### src/rtl/knn_topk_if.sv
// Handshake bundle for knn_topk_engine: start/query, candidate stream and result port.
// Width parameters must match the engine instance they connect to.
interface knn_topk_if #(
  parameter int DIMS     = 16,
  parameter int ELEM_W   = 4,
  parameter int NUM_CAND = 8,
  parameter int TOPK     = 2
);
  localparam int ADDR_W = ($clog2(NUM_CAND) > 1) ? $clog2(NUM_CAND) : 1;
  localparam int DIST_W = 2*ELEM_W + $clog2(DIMS);

  logic                     start;
  logic                     start_ready;
  logic [DIMS*ELEM_W-1:0]   query;
  logic                     cand_valid;
  logic                     cand_ready;
  logic [DIMS*ELEM_W-1:0]   cand_data;
  logic                     res_valid;
  logic                     res_ready;
  logic [TOPK*ADDR_W-1:0]   res_addr;
  logic [TOPK*DIST_W-1:0]   res_dist;

  modport master (
    output start, query, cand_valid, cand_data, res_ready,
    input  start_ready, cand_ready, res_valid, res_addr, res_dist
  );

  modport slave (
    input  start, query, cand_valid, cand_data, res_ready,
    output start_ready, cand_ready, res_valid, res_addr, res_dist
  );
endinterface

### src/rtl/knn_topk_engine.sv
// Streaming nearest-neighbour search: 3-stage distance pipeline feeding a sorted top-K list.
// Define KNN_MANHATTAN_EN to build L1 distance instead of squared L2.
//
// state | meaning
// IDLE  | waiting for start; start_ready high
// LOAD  | accepting NUM_CAND candidates; cand_ready high
// DRAIN | letting the last candidate reach the list
// DONE  | result presented; res_valid high
module knn_topk_engine #(
  parameter int DIMS     = 16,
  parameter int ELEM_W   = 4,
  parameter int NUM_CAND = 8,
  parameter int TOPK     = 2
) (
  input  logic       clk,
  input  logic       rst,
  knn_topk_if.slave  bus
);
  localparam int ADDR_W = ($clog2(NUM_CAND) > 1) ? $clog2(NUM_CAND) : 1;
  localparam int DIST_W = 2*ELEM_W + $clog2(DIMS);
  localparam int SQ_W   = 2*ELEM_W;
  localparam int VEC_W  = DIMS*ELEM_W;
  localparam logic [ADDR_W-1:0] LAST_TAG = ADDR_W'(NUM_CAND - 1);

  typedef enum logic [1:0] {IDLE, LOAD, DRAIN, DONE} state_t;

  state_t              state;
  logic [ADDR_W-1:0]   cand_cnt;
  logic [1:0]          drain_cnt;
  logic [VEC_W-1:0]    query_q;

  logic start_fire, cand_fire, res_fire;

  assign bus.start_ready = (state == IDLE);
  assign bus.cand_ready  = (state == LOAD);
  assign bus.res_valid   = (state == DONE);

  assign start_fire = bus.start && bus.start_ready;
  assign cand_fire  = bus.cand_valid && bus.cand_ready;
  assign res_fire   = bus.res_valid && bus.res_ready;

  always_ff @(posedge clk or posedge rst) begin
    if (rst) begin
      state     <= IDLE;
      cand_cnt  <= '0;
      drain_cnt <= '0;
      query_q   <= '0;
    end else begin
      case (state)
        IDLE: if (start_fire) begin
          state    <= LOAD;
          query_q  <= bus.query;
          cand_cnt <= '0;
        end
        LOAD: if (cand_fire) begin
          cand_cnt <= cand_cnt + ADDR_W'(1);
          if (cand_cnt == LAST_TAG) begin
            state     <= DRAIN;
            drain_cnt <= 2'd3;
          end
        end
        DRAIN: begin
          if (drain_cnt == 2'd0) state <= DONE;
          else drain_cnt <= drain_cnt - 2'd1;
        end
        DONE: if (res_fire) state <= IDLE;
        default: state <= IDLE;
      endcase
    end
  end

  function automatic logic [SQ_W-1:0] elem_term(input logic [ELEM_W-1:0] a,
                                                 input logic [ELEM_W-1:0] b);
    logic [ELEM_W-1:0] diff;
    diff = (a > b) ? (a - b) : (b - a);
`ifdef KNN_MANHATTAN_EN
    return SQ_W'(diff);
`else
    return SQ_W'(diff) * SQ_W'(diff);
`endif
  endfunction

  // Input capture stage: the accepted candidate and its index tag.
  logic              v0;
  logic [ADDR_W-1:0] tag0;
  logic [VEC_W-1:0]  cand0;

  logic              v1;
  logic [ADDR_W-1:0] tag1;
  logic [SQ_W-1:0]   s1_term [DIMS];
  logic [SQ_W-1:0]   term_nxt [DIMS];

  logic              v2;
  logic [ADDR_W-1:0] tag2;
  logic [DIST_W-1:0] s2_dist;
  logic [DIST_W-1:0] tree_sum;

  always_comb begin
    for (int d = 0; d < DIMS; d++)
      term_nxt[d] = elem_term(query_q[d*ELEM_W +: ELEM_W], cand0[d*ELEM_W +: ELEM_W]);
  end

  always_comb begin
    tree_sum = '0;
    for (int d = 0; d < DIMS; d++)
      tree_sum = tree_sum + DIST_W'(s1_term[d]);
  end

  always_ff @(posedge clk or posedge rst) begin
    if (rst) begin
      v0      <= 1'b0;
      tag0    <= '0;
      cand0   <= '0;
      v1      <= 1'b0;
      tag1    <= '0;
      v2      <= 1'b0;
      tag2    <= '0;
      s2_dist <= '0;
      for (int d = 0; d < DIMS; d++) s1_term[d] <= '0;
    end else begin
      v0 <= cand_fire;
      if (cand_fire) begin
        tag0  <= cand_cnt;
        cand0 <= bus.cand_data;
      end
      v1   <= v0;
      tag1 <= tag0;
      for (int d = 0; d < DIMS; d++) s1_term[d] <= term_nxt[d];
      v2      <= v1;
      tag2    <= tag1;
      s2_dist <= tree_sum;
    end
  end

  // List is kept ascending; the first slot strictly greater than the new
  // distance marks the insertion point, so ties keep the earlier index ahead.
  logic [DIST_W-1:0] list_dist [TOPK];
  logic [ADDR_W-1:0] list_addr [TOPK];
  logic [DIST_W-1:0] ins_dist  [TOPK];
  logic [ADDR_W-1:0] ins_addr  [TOPK];
  logic [TOPK-1:0]   gt;

  always_comb begin
    gt = '0;
    for (int k = 0; k < TOPK; k++) gt[k] = (list_dist[k] > s2_dist);
    ins_dist = list_dist;
    ins_addr = list_addr;
    if (gt[0]) begin
      ins_dist[0] = s2_dist;
      ins_addr[0] = tag2;
    end
    for (int k = 1; k < TOPK; k++) begin
      if (gt[k]) begin
        if (gt[k-1]) begin
          ins_dist[k] = list_dist[k-1];
          ins_addr[k] = list_addr[k-1];
        end else begin
          ins_dist[k] = s2_dist;
          ins_addr[k] = tag2;
        end
      end
    end
  end

  always_ff @(posedge clk or posedge rst) begin
    if (rst) begin
      for (int k = 0; k < TOPK; k++) begin
        list_dist[k] <= '0;
        list_addr[k] <= '0;
      end
    end else if (start_fire) begin
      for (int k = 0; k < TOPK; k++) begin
        list_dist[k] <= '1;
        list_addr[k] <= '0;
      end
    end else if (v2) begin
      list_dist <= ins_dist;
      list_addr <= ins_addr;
    end
  end

  for (genvar k = 0; k < TOPK; k++) begin : g_res
    assign bus.res_addr[k*ADDR_W +: ADDR_W] = list_addr[k];
    assign bus.res_dist[k*DIST_W +: DIST_W] = list_dist[k];
  end
endmodule

### src/flat_wrapper.sv
// flat-port wrapper written by rule: the top's interface ports become plain ports
module knn_topk_engine_flat 
#(
  parameter int DIMS     = 16,
  parameter int ELEM_W   = 4,
  parameter int NUM_CAND = 8,
  parameter int TOPK     = 2
)
  (clk, rst, bus_start, bus_query, bus_cand_valid, bus_cand_data, bus_res_ready, bus_start_ready, bus_cand_ready, bus_res_valid, bus_res_addr, bus_res_dist);
  knn_topk_if #(.DIMS(DIMS), .ELEM_W(ELEM_W), .NUM_CAND(NUM_CAND), .TOPK(TOPK)) bus_i ();
  input  logic clk;
  input  logic rst;
  input wire logic [$bits(bus_i.start)-1:0] bus_start;
  input wire logic [$bits(bus_i.query)-1:0] bus_query;
  input wire logic [$bits(bus_i.cand_valid)-1:0] bus_cand_valid;
  input wire logic [$bits(bus_i.cand_data)-1:0] bus_cand_data;
  input wire logic [$bits(bus_i.res_ready)-1:0] bus_res_ready;
  output wire logic [$bits(bus_i.start_ready)-1:0] bus_start_ready;
  output wire logic [$bits(bus_i.cand_ready)-1:0] bus_cand_ready;
  output wire logic [$bits(bus_i.res_valid)-1:0] bus_res_valid;
  output wire logic [$bits(bus_i.res_addr)-1:0] bus_res_addr;
  output wire logic [$bits(bus_i.res_dist)-1:0] bus_res_dist;
  assign bus_i.start = bus_start;
  assign bus_i.query = bus_query;
  assign bus_i.cand_valid = bus_cand_valid;
  assign bus_i.cand_data = bus_cand_data;
  assign bus_i.res_ready = bus_res_ready;
  assign bus_start_ready = bus_i.start_ready;
  assign bus_cand_ready = bus_i.cand_ready;
  assign bus_res_valid = bus_i.res_valid;
  assign bus_res_addr = bus_i.res_addr;
  assign bus_res_dist = bus_i.res_dist;
  knn_topk_engine #(.DIMS(DIMS), .ELEM_W(ELEM_W), .NUM_CAND(NUM_CAND), .TOPK(TOPK)) u_core (.clk(clk), .rst(rst), .bus(bus_i));
endmodule
### config.mk
export PLATFORM = sky130hd
export DESIGN_NAME = knn_topk_engine_flat
export DESIGN_NICKNAME = d
export VERILOG_FILES = /design/src/rtl/knn_topk_if.sv /design/src/rtl/knn_topk_engine.sv /design/src/flat_wrapper.sv
export SDC_FILE = /design/constraint.sdc
export NUM_CORES = 1
export LEC_CHECK = 0
export CORE_ASPECT_RATIO = 1.25
export CORE_UTILIZATION = 40
export CTS_CLUSTER_DIAMETER = 200
export DETAILED_ROUTE_END_ITERATION = 16
export GPL_ROUTABILITY_DRIVEN = 0
export PLACE_DENSITY = 0.64
export SYNTH_ARGS = -nofsm -noshare
export SYNTH_HDL_FRONTEND = slang
export SYNTH_SLANG_ARGS = --single-unit
### constraint.sdc
create_clock -name clk -period 10.5 [get_ports clk]
set_input_delay 1.575 -clock clk [delete_from_list [all_inputs] [get_ports clk]]
set_output_delay 1.575 -clock clk [all_outputs]
set_load 0.1 [all_outputs]
Word level (Yosys, flattened, before mapping)
Index checks and enable logic that the tools add are counted.

cells by class
  reductions and logical operators = 16
  $lt $le $gt $ge = 18
  equality and inequality tests = 10
  $add $sub $neg = 49
  mux-type cells = 39
  multipliers = 16

operator list
  cell                                                           count
  12-bit by 8-bit adder with 12-bit output                       14
  4-bit by 4-bit multiplier with 8-bit output                    16
  4-bit subtractor                                               32
  4-bit > comparator                                             16
  4-bit 2-to-1 mux                                               16
  24-bit 2-to-1 mux                                              2
  12-bit 2-to-1 mux                                              3
  12-bit > comparator                                            2
  2-bit 2-to-1 mux                                               8
  3-bit 2-to-1 mux                                               5
  6-bit 2-to-1 mux                                               2
  2-bit != test, second input constant                           5
  2-bit nonzero test                                             5
  8-bit by 8-bit adder with 9-bit output                         1
  2-bit case mux with 4 select lines                             1
  3-bit case mux with 2 select lines                             1
  2-bit AND reduction                                            3
  5-bit AND reduction                                            1
  2-bit equality test, second input constant                     2
  2-bit logical NOT                                              2
  2-bit case mux with 2 select lines                             1
  4-bit AND reduction                                            1
  3-bit by 1-bit adder with 3-bit output, second input constant  1
  3-bit equality test, second input constant                     1
  other kinds (5)                                                7

storage, ports and cells
  logic and storage cells = 180
  flip-flop bits (word level) = 317
  input port bits = 133
  output and inout port bits = 33

Logic depth before layout (Yosys ltp)
Gate-level depths: netlist of run 1.

  depth in word-level cells = 15
  gate-level depth with buffers = 22
  gate-level depth less buffers = 22

Worst setup path before layout of run 1
OpenSTA, ideal clock, no wires.

  kind = register -> register
  start = register u_core.s1_term[115] (netlist name)
  end = register u_core.s2_dist[11]
  cell stages (with the launch flop) = 22
  setup time = 0.069 ns
  setup slack = 4.624 ns
  buffers on the path = 0
  data arrival time = 5.807 ns
  clock period less this slack = 5.876 ns
  data required time = 10.431 ns
  cell sequence = dfrtp_1 ha_1 a21oi_1 nor2b_1 o21a_1 o21a_1 nor2_1 xnor2_1 fa_1 inv_1 fa_1 fa_1 fa_1 inv_1 fa_1 inv_1 fa_1 inv_1 ha_1 or4_1 a211o_1 nand3_1

between the ends
  longest elaborated chain between the ends = 15

RTL lines
  item                                                     line                    RTL
  start: declaration                                       knn_topk_engine.sv:90   logic [SQ_W-1:0] s1_term [DIMS];
  8-bit by 8-bit adder with 9-bit output                   knn_topk_engine.sv:106  tree_sum = tree_sum + DIST_W'(s1_term[d]);
  12-bit by 8-bit adder with 12-bit output (14 in series)  knn_topk_engine.sv:106
  via u_core.tree_sum[11]                                  knn_topk_engine.sv:96   logic [DIST_W-1:0] tree_sum;
  end signal: assignment                                   knn_topk_engine.sv:131  s2_dist <= tree_sum;
  end: declaration                                         knn_topk_engine.sv:95   logic [DIST_W-1:0] s2_dist;

The timed path passes the listed nets, and every way through them passes these cells.
A chain may end at the register's enable or synchronous reset.

Final worst setup path of run 1
Ends and elaborated chain as after synthesis.

==> results of run 1 <==
==> layer usage <==
metal	up-vias	GRT usage [%]	part of all wire, %
met3	78	2.94	3.5
met5	-	0	0
met4	0	5.39	2.3
met1	8118	23.3	43
met2	260	34.5	51
li1	8085	-	-
==> logic make-up (layout without fill, tap and decap cells) <==
| logic type | after synthesis | after routing |
|---|---|---|
| fa+ha+maj | 369 | 369 |
| buf+inv | 392 | 570 |
| xor+xnor | 52 | 52 |
| compound gates | 444 | 444 |
| flops | 301 | 301 |
| mux | 31 | 31 |
| other cells | 2 | 6 |
| simple gates | 703 | 703 |
==> worst max-delay path, cell delays in order (launching register included) <==
cell and delay (ps):
dfrtp_1 370, ha_1 320, a21oi_1 210, nor2b_1 100, o21a_1 200, o21a_1 190
nor2_1 130, fa_1 420, inv_1 90, fa_1 420, fa_1 520, fa_1 540
inv_1 50, fa_1 530, inv_1 60, fa_1 530, inv_1 40, ha_1 330
nand2_1 70, o21ai_0 100, or4_1 480, a211o_1 290, nand3_1 80
==> state kept, by name (all words and copies together), names as in the netlist, 6 cells and up <==
register             count
u_core.bus.res_addr      6
u_core.bus.res_dist     24
u_core.cand0            64
u_core.query_q          64
u_core.s1_term         112
u_core.s2_dist          12
==> area by class of cell <==
type	count	area, um2
Sequential cell	301	7530
Timing Repair Buffer	171	1710
Clock inverter	10	130
Inverter	337	1270
Tap cell	727	910
Clock buffer	52	1060
Multi-Input combinational cell	1605	13100
Fill cell	5109	28500
==> synthesized netlist by cell type (5+ instances only) <==
master,instances
inv_1,337
dfrtp_1,301
ha_1,229
nand2_1,194
o21ai_0,151
fa_1,140
nor2_1,116
a21oi_1,84
nor2b_1,71
nor3_1,63
a21o_1,48
nand4_1,39
clkbuf_1,37
or4_1,35
nand3_1,33
o21a_1,31
xnor2_1,31
and2_1,30
nand2b_1,26
mux2i_1,25
nor3b_1,23
a31oi_1,21
xor2_1,21
o2111ai_1,16
and4_1,15
o221ai_1,15
buf_2,14
nor4b_1,14
a21oi_2,10
and3_1,9
nand4_2,8
o22ai_1,7
a22oi_1,6
nor4_1,6
mux2_2,5
nor3_2,5
o211ai_1,5
o31ai_1,5
or2_2,5
==> stage by stage <==
stage | hold WS, ps | std cells | util, % | area [um2]
6_report | 349 | 3203 | 47.4 | 25700
3_5_place_dp | 336 | 3141 | 45.2 | 24500
3_3_place_gp | 335 | 3141 | 45.2 | 24500
4_1_cts | 348 | 3203 | 47.4 | 25700
5_1_grt | 366 | 3203 | 47.4 | 25700
2_1_floorplan | 331 | 2298 | - | 22100
==> worst max path at each step <==
stage | from | to | slack, ps | depth (start not counted)
2_1_floorplan | rst | u_core.bus.res_addr[0]$_DFFE_PP0P_ | 610 | 1
3_3_place_gp | u_core.s1_term[115]$_DFF_PP0_ | u_core.s2_dist[11]$_DFF_PP0_ | 4450 | 21
3_5_place_dp | u_core.s1_term[115]$_DFF_PP0_ | u_core.s2_dist[11]$_DFF_PP0_ | 4440 | 21
4_1_cts | u_core.s1_term[115]$_DFF_PP0_ | u_core.s2_dist[11]$_DFF_PP0_ | 4400 | 22
5_1_grt | u_core.s1_term[115]$_DFF_PP0_ | u_core.s2_dist[11]$_DFF_PP0_ | 4050 | 22
6_report | u_core.s1_term[115]$_DFF_PP0_ | u_core.s2_dist[11]$_DFF_PP0_ | 4390 | 22
==> impl_results.md, run 1 <==
* Grt total ovfl at 0
* Netlist Area Pre-Place at 22100 um2
* Share of cells above drive strength 1 at 4.36%
* Simple-Gate Fraction of Synth Area at 16.9%
* Max Cap Viol at 0
* Gate Count Post-Synth at about 2.3k
* Outcome: finished, final reports clean
* Routed wire length at 51.3 mm
* Slew @ Worst Pin at around 1100 ps
* Vias per cell at 5.16
* Die Y-Extent at roughly 260 um
* Routed len/inst at between 15 and 20 um
* Highest clock rate at 164 MHz
* Worst setup path class: flip-flop to flip-flop
* Setup violation total in the final timing report at 0
* Synth area leaders: dfrtp_1 (34%), ha_1 (13%), fa_1 (13%), inv_1 (5.7%), o21ai_0 (3.4%)
* Register-to-register setup slack at about 4400 ps
* Async SR Flop Fraction at 100%
* Nets@finish at 2953
* Most common cell after layout, fill and taps aside: inv_1
* Total GRT Usage at 19.1%
* Clock Tree Buf Depth at 3
* Final hold violations at 0
* Worst-Skew Late Latency at approximately 550 ps
* Mux cell area share after synthesis at 1.46%
* Core area at 54200 um2
* Crit Reg-Reg Endpoint: u_core.s2_dist[11]$_DFF_PP0_
* HPWL after DPL at 39.2 mm
* HP Class: flip-flop to flip-flop
* Commonest cells after routing, fill and taps aside: inv_1 (336), dfrtp_1 (301), ha_1 (229), nand2_1 (193), clkdlybuf4s50_1 (165)
* CTS Root Cell: clkbuf_16
* CTS Buf Count at 35
* Seq/Total Area, Yosys at about 34%
* Worst setup margin at 4390 ps
* Crit path required time at 10980 ps
* Post-CTS Repair Setup Buffers at 0
* Share of the synthesized area in the top cell type at roughly 34%
* Initial antenna violation count at 1
* R2R depth at 22
* RSZ-0062 raised after global routing: false
* Mean Syn Cell Area at a little under 10 um2
* Crit path DAT at 6590 ps
* Initial DRC Count at 986
* Area leader, netlist: dfrtp_1
* CP Max Fanout at 4
* TNS Setup at 0 ps
* DRT Pass-1 Iters at 5
* Number of global-route vias before repair at roughly 18k
* Synth Area in Compound Gates at 12.9%
* Initial Util at 40.7%
* #FFs+latches synth at 301
* DRC at 0
* Adder-Cell Fraction of Synth Area at 25.7%
* Relative slew slack at 25.5%
* Number of synthesized flops with an enable pin at 0
* Post-synthesis xor/xnor area fraction at under 10%
* Port bufs at around 170
* Largest net degree at the start of global routing at 186
* Antenna Violating Nets Remaining at 0
* Diode count at 0
* Crit path capture type: flip-flop
* TritonCTS clock tree: built
* Die area at 56200 um2
* Wire length of the first global-routing pass at around 87 mm
* CTS resizes at 0
* Yosys cell types at 74
* Largest family of logic cells by synthesized area: adder cells
* P&R area growth vs syn at 16.3%
* DIE WIDTH at 212 um
* RR Startpoint: u_core.s1_term[115]$_DFF_PP0_
* Top_reg_cell synth: dfrtp_1
* Ys Warns at 0
* Via count at 16.5k
* CTS sink cnt at 301
* Max Slew Vio Count at 0
* Num ports at 166
* Worst Hold Path EP: u_core.v2$_DFF_PP0_
* Hold Crit Depth at 0
* Post-CTS Hold Buffers at 0
* Clk slew on worst S/H paths at 60 ps
* Dpl ws at roughly 4400 ps
* Final worst path period share at 58.2%
* Cell row count at 95
* Tmin final at between 6000 and 7000 ps
* Startpoint Class: flip-flop
* Final Skew at 21.4 ps
* Htree depth at 2
* HP Start: u_core.v1$_DFF_PP0_
Power of run 1 is left out: the tool's default activity adds up to more than one toggle a clock period on the data nets, which glitch-free logic cannot reach.
==> run 2: changes to the inputs <==
==> constraint.sdc (replaced) <==
create_clock -name clk -period 5.2 [get_ports clk]
set_input_delay 0.78 -clock clk [delete_from_list [all_inputs] [get_ports clk]]
set_output_delay 0.78 -clock clk [all_outputs]
set_load 0.1 [all_outputs]
==> impl_results.md, run 2 (synthesis gave the netlist of run 1 again) <==
* Outcome: finished with violations (was finished, final reports clean)
* Failing checks: negative setup slack
* Slew @ Worst Pin at 988 ps (was 1110 ps)
* Diode count at 0 (unchanged)
* Largest regs: u_core.s1_term: 112 flops, u_core.cand0: 64 flops, u_core.query_q: 64 flops (unchanged)
* End of the critical path: u_core.s2_dist[11]$_DFF_PP0_ (unchanged)
* RR Startpoint: u_core.s1_term[115]$_DFF_PP0_ (unchanged)
* Clk slew on worst S/H paths at 60 ps (about the same)
* Relative slew slack at 33.9% (was 25.5%)
* Initial DRC Count at 880 (was 986)
* P&R area growth vs syn at 17.6% (was 16.3%)
* Final hold violations at 0 (unchanged)
* Clock Tree Buf Depth at 3 (unchanged)
* Vias per cell at 5.21 (was 5.16)
* Routed wire length at 51.5 mm (was 51.3 mm)
* CTS Root Cell: clkbuf_16 (unchanged)
* Nets@finish at 2971 (was 2953)
* Core area at 54200 um2 (unchanged)
* Max incr delay on CP at 560 ps (was 540 ps)
* Wire length of the first global-routing pass at 86.2 mm (was 87.1 mm)
* Setup violation total in the final timing report at 6 (was 0)
* RSZ-0062 raised after global routing: true (was false)
* TNS Setup at -2090 ps (was 0 ps)
* Worst-Skew Late Latency at 550 ps (about the same)
* Post-DP Area at 24700 um2 (was 24500 um2)
* Antenna Violating Nets Remaining at 0 (unchanged)
* Max reg flops at 112 (unchanged)
* Crit Reg-Reg Endpoint: u_core.s2_dist[11]$_DFF_PP0_ (unchanged)
* Most frequent CP cell: fa_1 (unchanged)
* Post-route cell area at 26000 um2 (was 25700 um2)
* Num ports at 166 (unchanged)
* Share of cells above drive strength 1 at 6.50% (was 4.36%)
* Crit path DAT at 6220 ps (was 6590 ps)
* Via count at 16.8k (was 16.5k)
* DRT Pass-1 Iters at 5 (unchanged)
* Largest net degree at the start of global routing at 146 (was 186)
* Most flop-heavy register: u_core.s1_term (unchanged)
* Htree depth at 2 (unchanged)
* Die area at 56200 um2 (unchanged)
* Most common cell after layout, fill and taps aside: inv_1 (unchanged)
* Commonest cells after routing, fill and taps aside: inv_1 (329), dfrtp_1 (301), ha_1 (223), nand2_1 (193), clkdlybuf4s50_1 (165) (was inv_1 (336), dfrtp_1 (301), ha_1 (229), nand2_1 (193), clkdlybuf4s50_1 (165))
* CTS Buf Count at 36 (was 35)
* Startpoint Class: flip-flop (unchanged)
* Crit path capture type: flip-flop (unchanged)
* Initial Util at 40.7% (unchanged)
* CP cell instances: ha_4 -> a21oi_4 -> nor2b_2 -> o21a_1 -> o21a_1 -> nor2_1 -> xnor2_1 -> fa_1 -> inv_2 -> fa_2 -> fa_2 -> fa_1 -> inv_1 -> fa_1 -> inv_1 -> fa_1 -> inv_2 -> ha_4 -> or4_4 -> a211o_1 -> nand3_1 (was ha_1 -> a21oi_1 -> nor2b_1 -> o21a_1 -> o21a_1 -> nor2_1 -> fa_1 -> inv_1 -> fa_1 -> fa_1 -> fa_1 -> inv_1 -> fa_1 -> inv_1 -> fa_1 -> inv_1 -> ha_1 -> nand2_1 -> o21ai_0 -> or4_1 -> a211o_1 -> nand3_1)
* Total GRT Usage at 18.9% (was 19.1%)
* Die Y-Extent at 265 um (unchanged)
* HP Class: flip-flop to flip-flop (unchanged)
* Critical Path Stages at 21 (was 22)
* Highest clock rate at 174 MHz (was 164 MHz)
* Max Slew Vio Count at 0 (unchanged)
* CP top delay family: adder cells (unchanged)
* TritonCTS clock tree: built (unchanged)
* Initial antenna violation count at 0 (was 1)
* Cell row count at 95 (unchanged)
* Max Cap Viol at 0 (unchanged)
* HPWL after DPL at 39.1 mm (was 39.2 mm)
* Worst setup path class: flip-flop to flip-flop (unchanged)
* Worst setup margin at -543 ps (was 4390 ps)
* Final worst path period share at 110% (was 58.2%)
* CTS sink cnt at 301 (unchanged)
* Routed len/inst at 16.0 um (about the same)
* Crit path required time at 5680 ps (was 10980 ps)
* Number of global-route vias before repair at 17.7k (was 17.8k)
* CP startpoint: u_core.s1_term[115]$_DFF_PP0_ (unchanged)
* DIE WIDTH at 212 um (unchanged)
* DRC at 0 (unchanged)
* Final Skew at 9.65 ps (was 21.4 ps)
* Final Util at 47.9% (was 47.4%)
* Slowest cell on the critical path: fa_1 (unchanged)
* Tmin final at 5740 ps (was 6110 ps)
* R2R depth at 21 (was 22)
* CP Max Fanout at 3 (was 4)
* Port bufs at 165 (unchanged)
* Register-to-register setup slack at -540 ps (was 4390 ps)
* CP bufs+invs at 4 (unchanged)
* Grt total ovfl at 0 (unchanged)
## run 2: changes by cell type in the layout (fill, tap and decap cells not counted), moves of 4 or more
| cell | before | now |
|---|---|---|
| ha_4 | 0 | 4 |
| fa_2 | 0 | 5 |
| a21oi_1 | 84 | 80 |
| xnor2_1 | 31 | 27 |
| fa_1 | 140 | 135 |
| ha_1 | 229 | 223 |
| inv_2 | 0 | 7 |
| xnor2_2 | 0 | 4 |
| buf_4 | 5 | 16 |
| inv_1 | 336 | 329 |
## run 2: final cells by class
type | instances | area [um2]
Fill cell | 5088 | 28200
Tap cell | 727 | 910
Multi-Input combinational cell | 1605 | 13200
Sequential cell | 301 | 7530
Clock inverter | 12 | 77.6
Inverter | 337 | 1270
Clock buffer | 50 | 1040
Timing Repair Buffer | 188 | 1890
## run 2: per-layer routing
metal | global-route usage (%) | vias to the layer above | wire length, um
met3 | 2.82 | 74 | 1790
met1 | 22.9 | 8319 | 22100
li1 | - | 8125 | -
met5 | 0 | - | 0
met4 | 5.41 | 0 | 1250
met2 | 34.3 | 268 | 26400
## run 2: worst min path at each step
stage	from	end	slack [ps]	cells after the start
floorplan	u_core.tag1[0]$_DFF_PP0_	u_core.tag2[0]$_DFF_PP0_	330	0
global placement	u_core.tag1[2]$_DFF_PP0_	u_core.tag2[2]$_DFF_PP0_	330	0
detailed placement	u_core.tag1[0]$_DFF_PP0_	u_core.tag2[0]$_DFF_PP0_	330	0
CTS	u_core.tag1[0]$_DFF_PP0_	u_core.tag2[0]$_DFF_PP0_	350	0
global route	u_core.tag1[0]$_DFF_PP0_	u_core.tag2[0]$_DFF_PP0_	350	0
finish	u_core.tag1[2]$_DFF_PP0_	u_core.tag2[2]$_DFF_PP0_	350	0
## run 2: metrics by stage
step	hold WS [ps]	instances	worst slack, ps
2_1_floorplan	331	2298	-424
3_3_place_gp	331	3155	-538
3_5_place_dp	335	3155	-590
4_1_cts	348	3218	-512
5_1_grt	351	3220	-766
6_report	346	3220	-543
## run 2: repair_timing
item,in CTS,in global routing
pin swaps,28,13
setup buffers,3,3
endpoints found under the setup margin,6,8
hold buffers,0,0
resized for setup,15,21
## run 2: worst register-to-register path, delay by kind of cell, from the launching register on
| family | cells | cell delay, ps |
|---|---|---|
| AO/OA/AOI/OAI | 4 | 830 |
| XOR/XNOR | 1 | 100 |
| adder cells (fa/ha/maj) | 8 | 3430 |
| buffers and inverters | 4 | 190 |
| flip-flops | 1 | 400 |
| AND/OR/NAND/NOR | 4 | 740 |
Power of run 2 is left out for the same reason.
